==> config.mk <==
export PLATFORM = sky130hd
export DESIGN_NAME = fft_bfly_sched
export DESIGN_NICKNAME = d
export VERILOG_FILES = /design/src/rtl/fft_bfly_sched_pkg.sv /design/src/rtl/fft_wb_pipe.sv /design/src/rtl/fft_bfly_sched.sv
export SDC_FILE = /design/constraint.sdc
export NUM_CORES = 1
export LEC_CHECK = 0
export CAP_MARGIN = 20
export CORE_MARGIN = 2
export CORE_UTILIZATION = 40
export CTS_CLUSTER_SIZE = 16
export DETAILED_ROUTE_END_ITERATION = 12
export PLACE_DENSITY = 0.75
export SLEW_MARGIN = 40
export SYNTH_ARGS = -nofsm -noshare
export SYNTH_HDL_FRONTEND = slang
export SYNTH_SLANG_ARGS = --single-unit
==> constraint.sdc <==
create_clock -name clk -period 4.27 [get_ports clk]
set_clock_uncertainty 0.05 [all_clocks]
set_input_delay 0.854 -clock clk [delete_from_list [all_inputs] [get_ports clk]]
set_output_delay 0.854 -clock clk [all_outputs]
set_load 0.02 [all_outputs]
==> src/rtl/fft_bfly_sched_pkg.sv <==
// Shared FSM state encoding and radix-2 DIT address helpers for the butterfly scheduler.
package fft_bfly_sched_pkg;

  typedef logic [1:0] state_t;

  localparam state_t ST_IDLE  = 2'd0;
  localparam state_t ST_RUN   = 2'd1;
  localparam state_t ST_DRAIN = 2'd2;
  localparam state_t ST_FIN   = 2'd3;

  function automatic int unsigned bfly_span(input int unsigned s);
    return 32'd1 << s;
  endfunction

  // Top operand: groups are 2*span apart, pos selects the element within a group.
  function automatic int unsigned bfly_addr_a(input int unsigned k, input int unsigned s);
    return ((k >> s) << (s + 32'd1)) + (k & (bfly_span(s) - 32'd1));
  endfunction

  function automatic int unsigned bfly_tw(input int unsigned k, input int unsigned s,
                                          input int unsigned log2n);
    return (k & (bfly_span(s) - 32'd1)) << (log2n - 32'd1 - s);
  endfunction

endpackage

==> src/rtl/fft_wb_pipe.sv <==
// Delay line carrying {valid, addr_a, addr_b} from operand read to result write-back.
module fft_wb_pipe
  import fft_bfly_sched_pkg::*;
#(
  parameter int PIPE_LAT = 3,
  parameter int AW       = 4
) (
  input  logic          clk,
  input  logic          rst_n,
  input  logic          vld_i,
  input  logic [AW-1:0] addr_a_i,
  input  logic [AW-1:0] addr_b_i,
  output logic          vld_o,
  output logic [AW-1:0] addr_a_o,
  output logic [AW-1:0] addr_b_o
);

  logic          vld_q    [PIPE_LAT];
  logic [AW-1:0] addr_a_q [PIPE_LAT];
  logic [AW-1:0] addr_b_q [PIPE_LAT];

  // Addresses are cleared too so every write-side output reads 0 while in reset.
  always_ff @(posedge clk or negedge rst_n) begin
    if (!rst_n) begin
      for (int i = 0; i < PIPE_LAT; i++) begin
        vld_q[i]    <= 1'b0;
        addr_a_q[i] <= '0;
        addr_b_q[i] <= '0;
      end
    end else begin
      vld_q[0]    <= vld_i;
      addr_a_q[0] <= addr_a_i;
      addr_b_q[0] <= addr_b_i;
      for (int i = 1; i < PIPE_LAT; i++) begin
        vld_q[i]    <= vld_q[i-1];
        addr_a_q[i] <= addr_a_q[i-1];
        addr_b_q[i] <= addr_b_q[i-1];
      end
    end
  end

  assign vld_o    = vld_q[PIPE_LAT-1];
  assign addr_a_o = addr_a_q[PIPE_LAT-1];
  assign addr_b_o = addr_b_q[PIPE_LAT-1];

endmodule

==> src/rtl/fft_bfly_sched.sv <==
// In-place radix-2 DIT butterfly scheduler: issues operand reads stage by stage,
// drains the datapath between stages and replays the addresses for write-back.
module fft_bfly_sched
  import fft_bfly_sched_pkg::*;
#(
  parameter int LOG2N    = 4,
  parameter int PIPE_LAT = 3
) (
  input  logic                       clk,
  input  logic                       rst_n,
  input  logic                       start,
  output logic                       busy,
  output logic                       done,
  output logic                       rd_en,
  output logic [LOG2N-1:0]           rd_addr_a,
  output logic [LOG2N-1:0]           rd_addr_b,
  output logic [LOG2N-2:0]           tw_addr,
  output logic                       wr_en,
  output logic [LOG2N-1:0]           wr_addr_a,
  output logic [LOG2N-1:0]           wr_addr_b,
  output logic [$clog2(LOG2N):0]     stage
);

  localparam int AW  = LOG2N;
  localparam int TWW = LOG2N - 1;
  localparam int KW  = LOG2N - 1;
  localparam int SW  = $clog2(LOG2N) + 1;
  localparam int DW  = $clog2(PIPE_LAT + 1);

  localparam logic [KW-1:0] K_LAST = '1;
  localparam logic [SW-1:0] S_LAST = SW'(LOG2N - 1);
  localparam logic [DW-1:0] D_LAST = DW'(PIPE_LAT - 1);

  state_t        state_q, state_d;
  logic [SW-1:0] stage_q, stage_d;
  logic [KW-1:0] k_q, k_d;
  logic [DW-1:0] dcnt_q, dcnt_d;

  always_comb begin
    state_d = state_q;
    stage_d = stage_q;
    k_d     = k_q;
    dcnt_d  = dcnt_q;
    case (state_q)
      ST_IDLE: begin
        if (start) begin
          state_d = ST_RUN;
          stage_d = '0;
          k_d     = '0;
        end
      end
      ST_RUN: begin
        k_d = k_q + KW'(1);
        if (k_q == K_LAST) begin
          state_d = ST_DRAIN;
          dcnt_d  = '0;
        end
      end
      ST_DRAIN: begin
        dcnt_d = dcnt_q + DW'(1);
        // Next stage may only read once every write of this stage has landed.
        if (dcnt_q == D_LAST) begin
          if (stage_q == S_LAST) begin
            state_d = ST_FIN;
          end else begin
            state_d = ST_RUN;
            stage_d = stage_q + SW'(1);
            k_d     = '0;
          end
        end
      end
      default: state_d = ST_IDLE;
    endcase
  end

  always_ff @(posedge clk or negedge rst_n) begin
    if (!rst_n) begin
      state_q <= ST_IDLE;
      stage_q <= '0;
      k_q     <= '0;
      dcnt_q  <= '0;
    end else begin
      state_q <= state_d;
      stage_q <= stage_d;
      k_q     <= k_d;
      dcnt_q  <= dcnt_d;
    end
  end

  assign busy  = (state_q == ST_RUN) || (state_q == ST_DRAIN);
  assign done  = (state_q == ST_FIN);
  assign rd_en = (state_q == ST_RUN);
  assign stage = stage_q;

  // Addresses are forced to 0 outside RUN so the write-back pipe carries clean zeros.
  assign rd_addr_a = rd_en ? AW'(bfly_addr_a(32'(k_q), 32'(stage_q))) : '0;
  assign rd_addr_b = rd_en ? AW'(bfly_addr_a(32'(k_q), 32'(stage_q)) + bfly_span(32'(stage_q))) : '0;
  assign tw_addr   = rd_en ? TWW'(bfly_tw(32'(k_q), 32'(stage_q), LOG2N)) : '0;

  fft_wb_pipe #(
    .PIPE_LAT (PIPE_LAT),
    .AW       (AW)
  ) u_wb_pipe (
    .clk      (clk),
    .rst_n    (rst_n),
    .vld_i    (rd_en),
    .addr_a_i (rd_addr_a),
    .addr_b_i (rd_addr_b),
    .vld_o    (wr_en),
    .addr_a_o (wr_addr_a),
    .addr_b_o (wr_addr_b)
  );

endmodule

# Word level (Yosys, flattened, before mapping)
# Cells that the tools add are included.
[word_totals]
reg_bits = 37
out_inout_bits = 26
[classes]
addsub = 8
n_eq_ne = 10
shift = 4
muxes = 17
n_bitwise = 1
n_reduce_logical = 9
[op_table]
columns = ["cell", "n"]
rows = [
  ["3-bit by 32-bit bitwise AND with 32-bit output", 1],
  ["1-bit by 3-bit left shift with 32-bit output, first input constant", 1],
  ["32-bit by 32-bit left shift with 3-bit output", 1],
  ["32-bit by 4-bit left shift with 4-bit output", 1],
  ["3-bit by 3-bit right shift with 32-bit output", 1],
  ["32-bit by 1-bit subtractor with 32-bit output, second input constant", 1],
  ["3-bit two-way mux", 6],
  ["2-bit two-way mux", 5],
  ["3-bit case mux with 3 select lines", 1],
  ["4-bit adder", 2],
  ["4-bit two-way mux", 2],
  ["4-bit AND reduction", 2],
  ["3-bit by 1-bit adder with 3-bit output, second input constant", 2],
  ["2-bit == test, second input constant", 3],
  ["2-bit != test, second input constant", 3],
  ["2-bit case mux with 3 select lines", 1],
  ["3-bit case mux with 2 select lines", 1],
  ["3-bit by 1-bit adder with 4-bit output, second input constant", 1],
  ["2-bit case mux with 2 select lines", 1],
  ["2-bit nonzero test", 2],
  ["2-bit by 3-bit subtractor with 4-bit output, first input constant", 1],
  ["3-bit by 2-bit == test with 1-bit output, second input constant", 1],
  ["3-bit == test, second input constant", 1],
  ["3-bit AND reduction", 1],
  ["other kinds (7)", 7],
]

# Longest topological paths before layout
[logic_depth]
word_depth = 6
mapped_depth = 15

# Hierarchy
# A second synthesis with hierarchy kept.
[unflattened]
hier_cells = 168
area_unflattened_um2 = 1820.5
[modules_own_cells]
columns = ["mod", "instances", "cells_each", "area_each_um2", "seq_area_each_um2"]
rows = [
  ["fft_bfly_sched", 1, 133, 1084.8, 250.2],
  ["fft_wb_pipe", 1, 35, 735.7, 675.6],
]

# Worst setup path after synthesis
# OpenSTA, ideal clock, no wires.
[synth_timing]
path_type = "flip-flop to output port"
start = "register stage_q[0], in the netlist stage[0]"
end = "output rd_addr_b[3]"
t_arrival_ns = 3.638
required_ns = 3.366
slack_ns = -0.272
stages_incl_launch_ff = 15
path_buffers = 1
path_cell_list = "dfrtp_1 > clkbuf_1 > inv_2 > ha_1 > nor4_1 > ha_1 > inv_1 > fa_1 > inv_1 > ha_1 > a21o_1 > a21oi_1 > xor2_1 > or2_2 > mux2i_1"
[synth_between]
elab_chain_len = 6
[synth_lines]
columns = ["item", "line_no", "source"]
rows = [
  ["start: declaration", "fft_bfly_sched.sv:35", "logic [SW-1:0] stage_q, stage_d;"],
  ["start signal: assignment", "fft_bfly_sched.sv:84", "stage_q <= stage_d;"],
  ["1-bit by 3-bit left shift with 32-bit output", "-", ""],
  ["32-bit by 1-bit subtractor with 32-bit output", "-", ""],
  ["3-bit by 32-bit bitwise AND with 32-bit output", "-", ""],
  ["4-bit adder", "fft_bfly_sched_pkg.sv:17", "return ((k >> s) << (s + 32'd1)) + (k & (bfly_span(s) - 32'd1));"],
  ["4-bit adder (*)", "fft_bfly_sched.sv:97", "assign rd_addr_b = rd_en ? AW'(bfly_addr_a(32'(k_q), 32'(stage_q)) + bfly_span(32'(stage_q))) : '0;"],
  ["4-bit two-way mux (*)", "fft_bfly_sched.sv:97", ""],
  ["end: declaration", "fft_bfly_sched.sv:16", "output logic [LOG2N-1:0] rd_addr_b,"],
]
# Every way passes the cells marked *; elsewhere a longest branch is shown, timed or not.

# Final worst setup path
[layout_timing]
start = "register stage_q[1], in the netlist stage[1]"
end = "output rd_addr_b[3]"
# The elaborated chain is that of the path after synthesis.

==> metrics <==
status=finished with violations; failing checks=negative setup slack; Final Slew Violations=0; Mean Syn Cell Area=10.9 um^2; placer's final routability congestion estimate=0.900; Post-synth EDFFs=0; placed wire-length estimate=roughly 2700 um; Core Util, Final=0.561; Startpoint Class=register; clk sinks=37; Filler Cell Count=approximately 400; # setup viols final=1; slowest CP cell=fa_1; Adder-Cell Fraction of Synth Area=0.145; Ports=29; Slew @ Worst Pin=493 ps; RSZ-0062 raised after global routing=yes; post-layout net count=240; P&R area growth vs syn=34.1%; Worst EP arrival=between 3000 and 4000 ps; Post-synth ARST share=1.00; Final ANT Viol Nets=0; Skew-Pair Late Insertion Delay=290 ps; ys flop type=dfrtp_1; relative slew slack=0.671; XOR/XNOR Fraction of Synth Area=0.0334; layout cells sized above 1=0.243; CP most frequent cell=inv_1; Fmax=roughly 230 MHz; critical path capture point type=output port; simple-gate area share of the yosys netlist=0.130; DR DRC count=0; Worst Path Max Fanout=4; Initial Util=0.418; VDD IR max=roughly 0.43 mV; core area=around 4400 um^2; DRT iter0 DRCs=between 50 and 60; register bit count reported by yosys=37; met3 wire len=169 um; Die ar.=5140 um^2; vias=1,312; Vias/cell=slightly below 5; placed cell areas=2280 um^2; average wire per standard cell=13.5 um; post-route design area=2460 um^2; Port Buf Inserts=28; Seq/Total Area, Yosys=0.505; compound-cell area share of the yosys netlist=0.0887; CP Class=reg -> out; leak pwr=0.00118 uW; grt ovf=0; PD cells=~620 nW/um^2; Hold Crit Class=reg -> reg; largest family of logic cells by synthesized area=adder cells; largest net degree at the start of global routing=25; Reg clk slew, reported paths=80 ps; Max stage delay on crit path=between 400 and 500 ps; first-pass GRT wire length=a little over 6000 um; met1 wire length=1620 um; GRT Total Usage=0.155; H-Tree Depth=2; tightest hold margin=around 300 ps; period utilization=1.02; root buf cell=clkbuf_8; Final Hold Fails=0; Final min period=roughly 4300 ps; post-synth cell types=31; Die Y-Extent=~72 um; row count=24; met2 wire len=around 1800 um; vias in the first global route=about 1,300; Max Used Layer=met4; mux contribution to synthesized area=0.0218; WP data required=3370 ps; # diodes=0; Syn. warnings=0; DRT Pass-1 Iters=4; cell count after synthesis=~170; Post-Route WL=3640 um; initial antenna violation count=0; Num CTS Buffers=5; CTS tree=built; Netlist Area Pre-Place=1830 um^2; die width=slightly above 70 um; Syn Nets=191; clk buf depth=2; post-route setup slack=-64.5 ps; critical-path cell list=inv_1 > ha_4 > nor2b_1 > nor2b_1 > ha_2 > inv_1 > fa_1 > inv_1 > ha_1 > a21o_1 > a21oi_2 > xor2_1 > or2_4 > mux2i_4 > buf_6; Max-cap violations=0
## per-stage QoR
step	instances	total power (uW)	TNS, ps	setup WS (ps)
2_1_floorplan	168	943	0	40.0
3_3_place_gp	260	1210	-302	-302
6_report	270	1510	-64.5	-64.5
3_5_place_dp	260	1230	-448	-424
5_1_grt	270	1640	-201	-201
4_1_cts	269	1500	-128	-128
## layer usage
metal | vias up | track usage
li1 | 646 | -
met1 | 628 | 0.194
met2 | 32 | 0.254
met3 | 6 | 0.0464
met4 | 0 | 0.0545
met5 | - | 0
## sequential cells by signal, indices dropped and copies added (netlist names)
signal              flops
k_q                     3
dcnt_q                  2
u_wb_pipe.addr_a_o      4
u_wb_pipe.vld_o         1
u_wb_pipe.addr_b_o      4
u_wb_pipe.addr_a_q      8
state_q                 2
stage                   3
u_wb_pipe.addr_b_q      8
u_wb_pipe.vld_q         2
## cell type report
cell class / instances / area (um^2) / area share
timing repair buffer: 54 / 462 / 0.188
inverter: 15 / 56.3 / 0.0229
sequential: 37 / 927 / 0.377
multi-input combinational: 104 / 842 / 0.343
tap: 52 / 65.1 / 0.0265
clock inverter: 1 / 8.76 / 0.00356
clock buffer: 7 / 96.3 / 0.0392
## power breakdown
group | leakage (uW) | internal (uW) | switching (uW)
Combinational | 0.000625 | 341 | 414
Clock | 0.0000549 | 149 | 124
Sequential | 0.000498 | 444 | 40.8
## critical path: cells and delay by family, from the launching register on
kind                     cells  cell delay (ps)
adder cells (fa/ha/maj)      4             1170
XOR/XNOR                     1               90
AO/OA/AOI/OAI                2              330
flip-flops                   1              410
multiplexers                 1              160
AND/OR/NAND/NOR              3              630
buffers and inverters        4              350
## worst paths after layout
| check | from | depth (start not counted) | slack, ps | end |
|---|---|---|---|---|
| worst max-delay path | stage[1] | 15 | -60 | rd_addr_b[3] |
| worst min-delay path | u_wb_pipe.addr_a_q[5] | 0 | 300 | u_wb_pipe.addr_a_o[1] |
| worst max register to register | stage[1] | 14 | 1130 | u_wb_pipe.addr_b_q[11] |
| worst min register to register | u_wb_pipe.addr_a_q[5] | 0 | 300 | u_wb_pipe.addr_a_o[1] |
| max in group asynchronous | rst_n | 2 | 3090 | stage[0] |
| min in group asynchronous | rst_n | 1 | 470 | u_wb_pipe.addr_b_q[6] |
## cells in the final DEF (no fill, tap or decap), types with 3 or more instances in the layout
cell type         n
dfrtp_1          36
buf_4            26
clkdlybuf4s50_1  24
ha_1             14
inv_1            13
nand2_1          13
nor2_1           10
a21oi_1           8
o21ai_1           7
clkbuf_8          7
nor2b_1           6
and2_1            4
nand3_1           3
mux2i_1           3
xnor2_1           3
xor2_1            3
## cell families after synthesis
group / Yosys count
xor gates and xnor gates: 7
AOI/OAI and AO/OA: 26
adders and majority gates: 20
muxes: 4
buffers and inverters: 27
and+or+nand+nor: 47
DFF: 37
## synthesized netlist by cell type, types with 2 or more instances
cell,n,area [um^2]
dfrtp_1,37,926
ha_1,18,225
nand2_1,14,52.6
inv_1,13,48.8
nor2_1,10,37.5
a21oi_1,9,45.0
buf_4,8,60.1
o21ai_1,7,35.0
nor2b_1,6,37.5
and2_1,4,25.0
mux2i_1,4,40.0
xnor2_1,4,35.0
clkbuf_1,3,11.3
nand3_1,3,15.0
xor2_1,3,26.3
a21o_1,2,15.0
a31oi_1,2,12.5
fa_1,2,40.0
inv_2,2,7.51
nand2b_1,2,12.5
nor3_1,2,10.0
o221ai_1,2,17.5
o31ai_1,2,15.0
or3_1,2,12.5
## repair_timing
| item | 4_1_cts | 5_1_grt |
|---|---|---|
| pin swaps | 1 | 0 |
| resized for setup | 13 | 10 |
| hold buffers | 0 | 0 |
| endpoints found under the setup margin | 3 | 4 |
| setup buffers | 1 | 1 |
No activity file was read; power rests on OpenSTA's default activity.
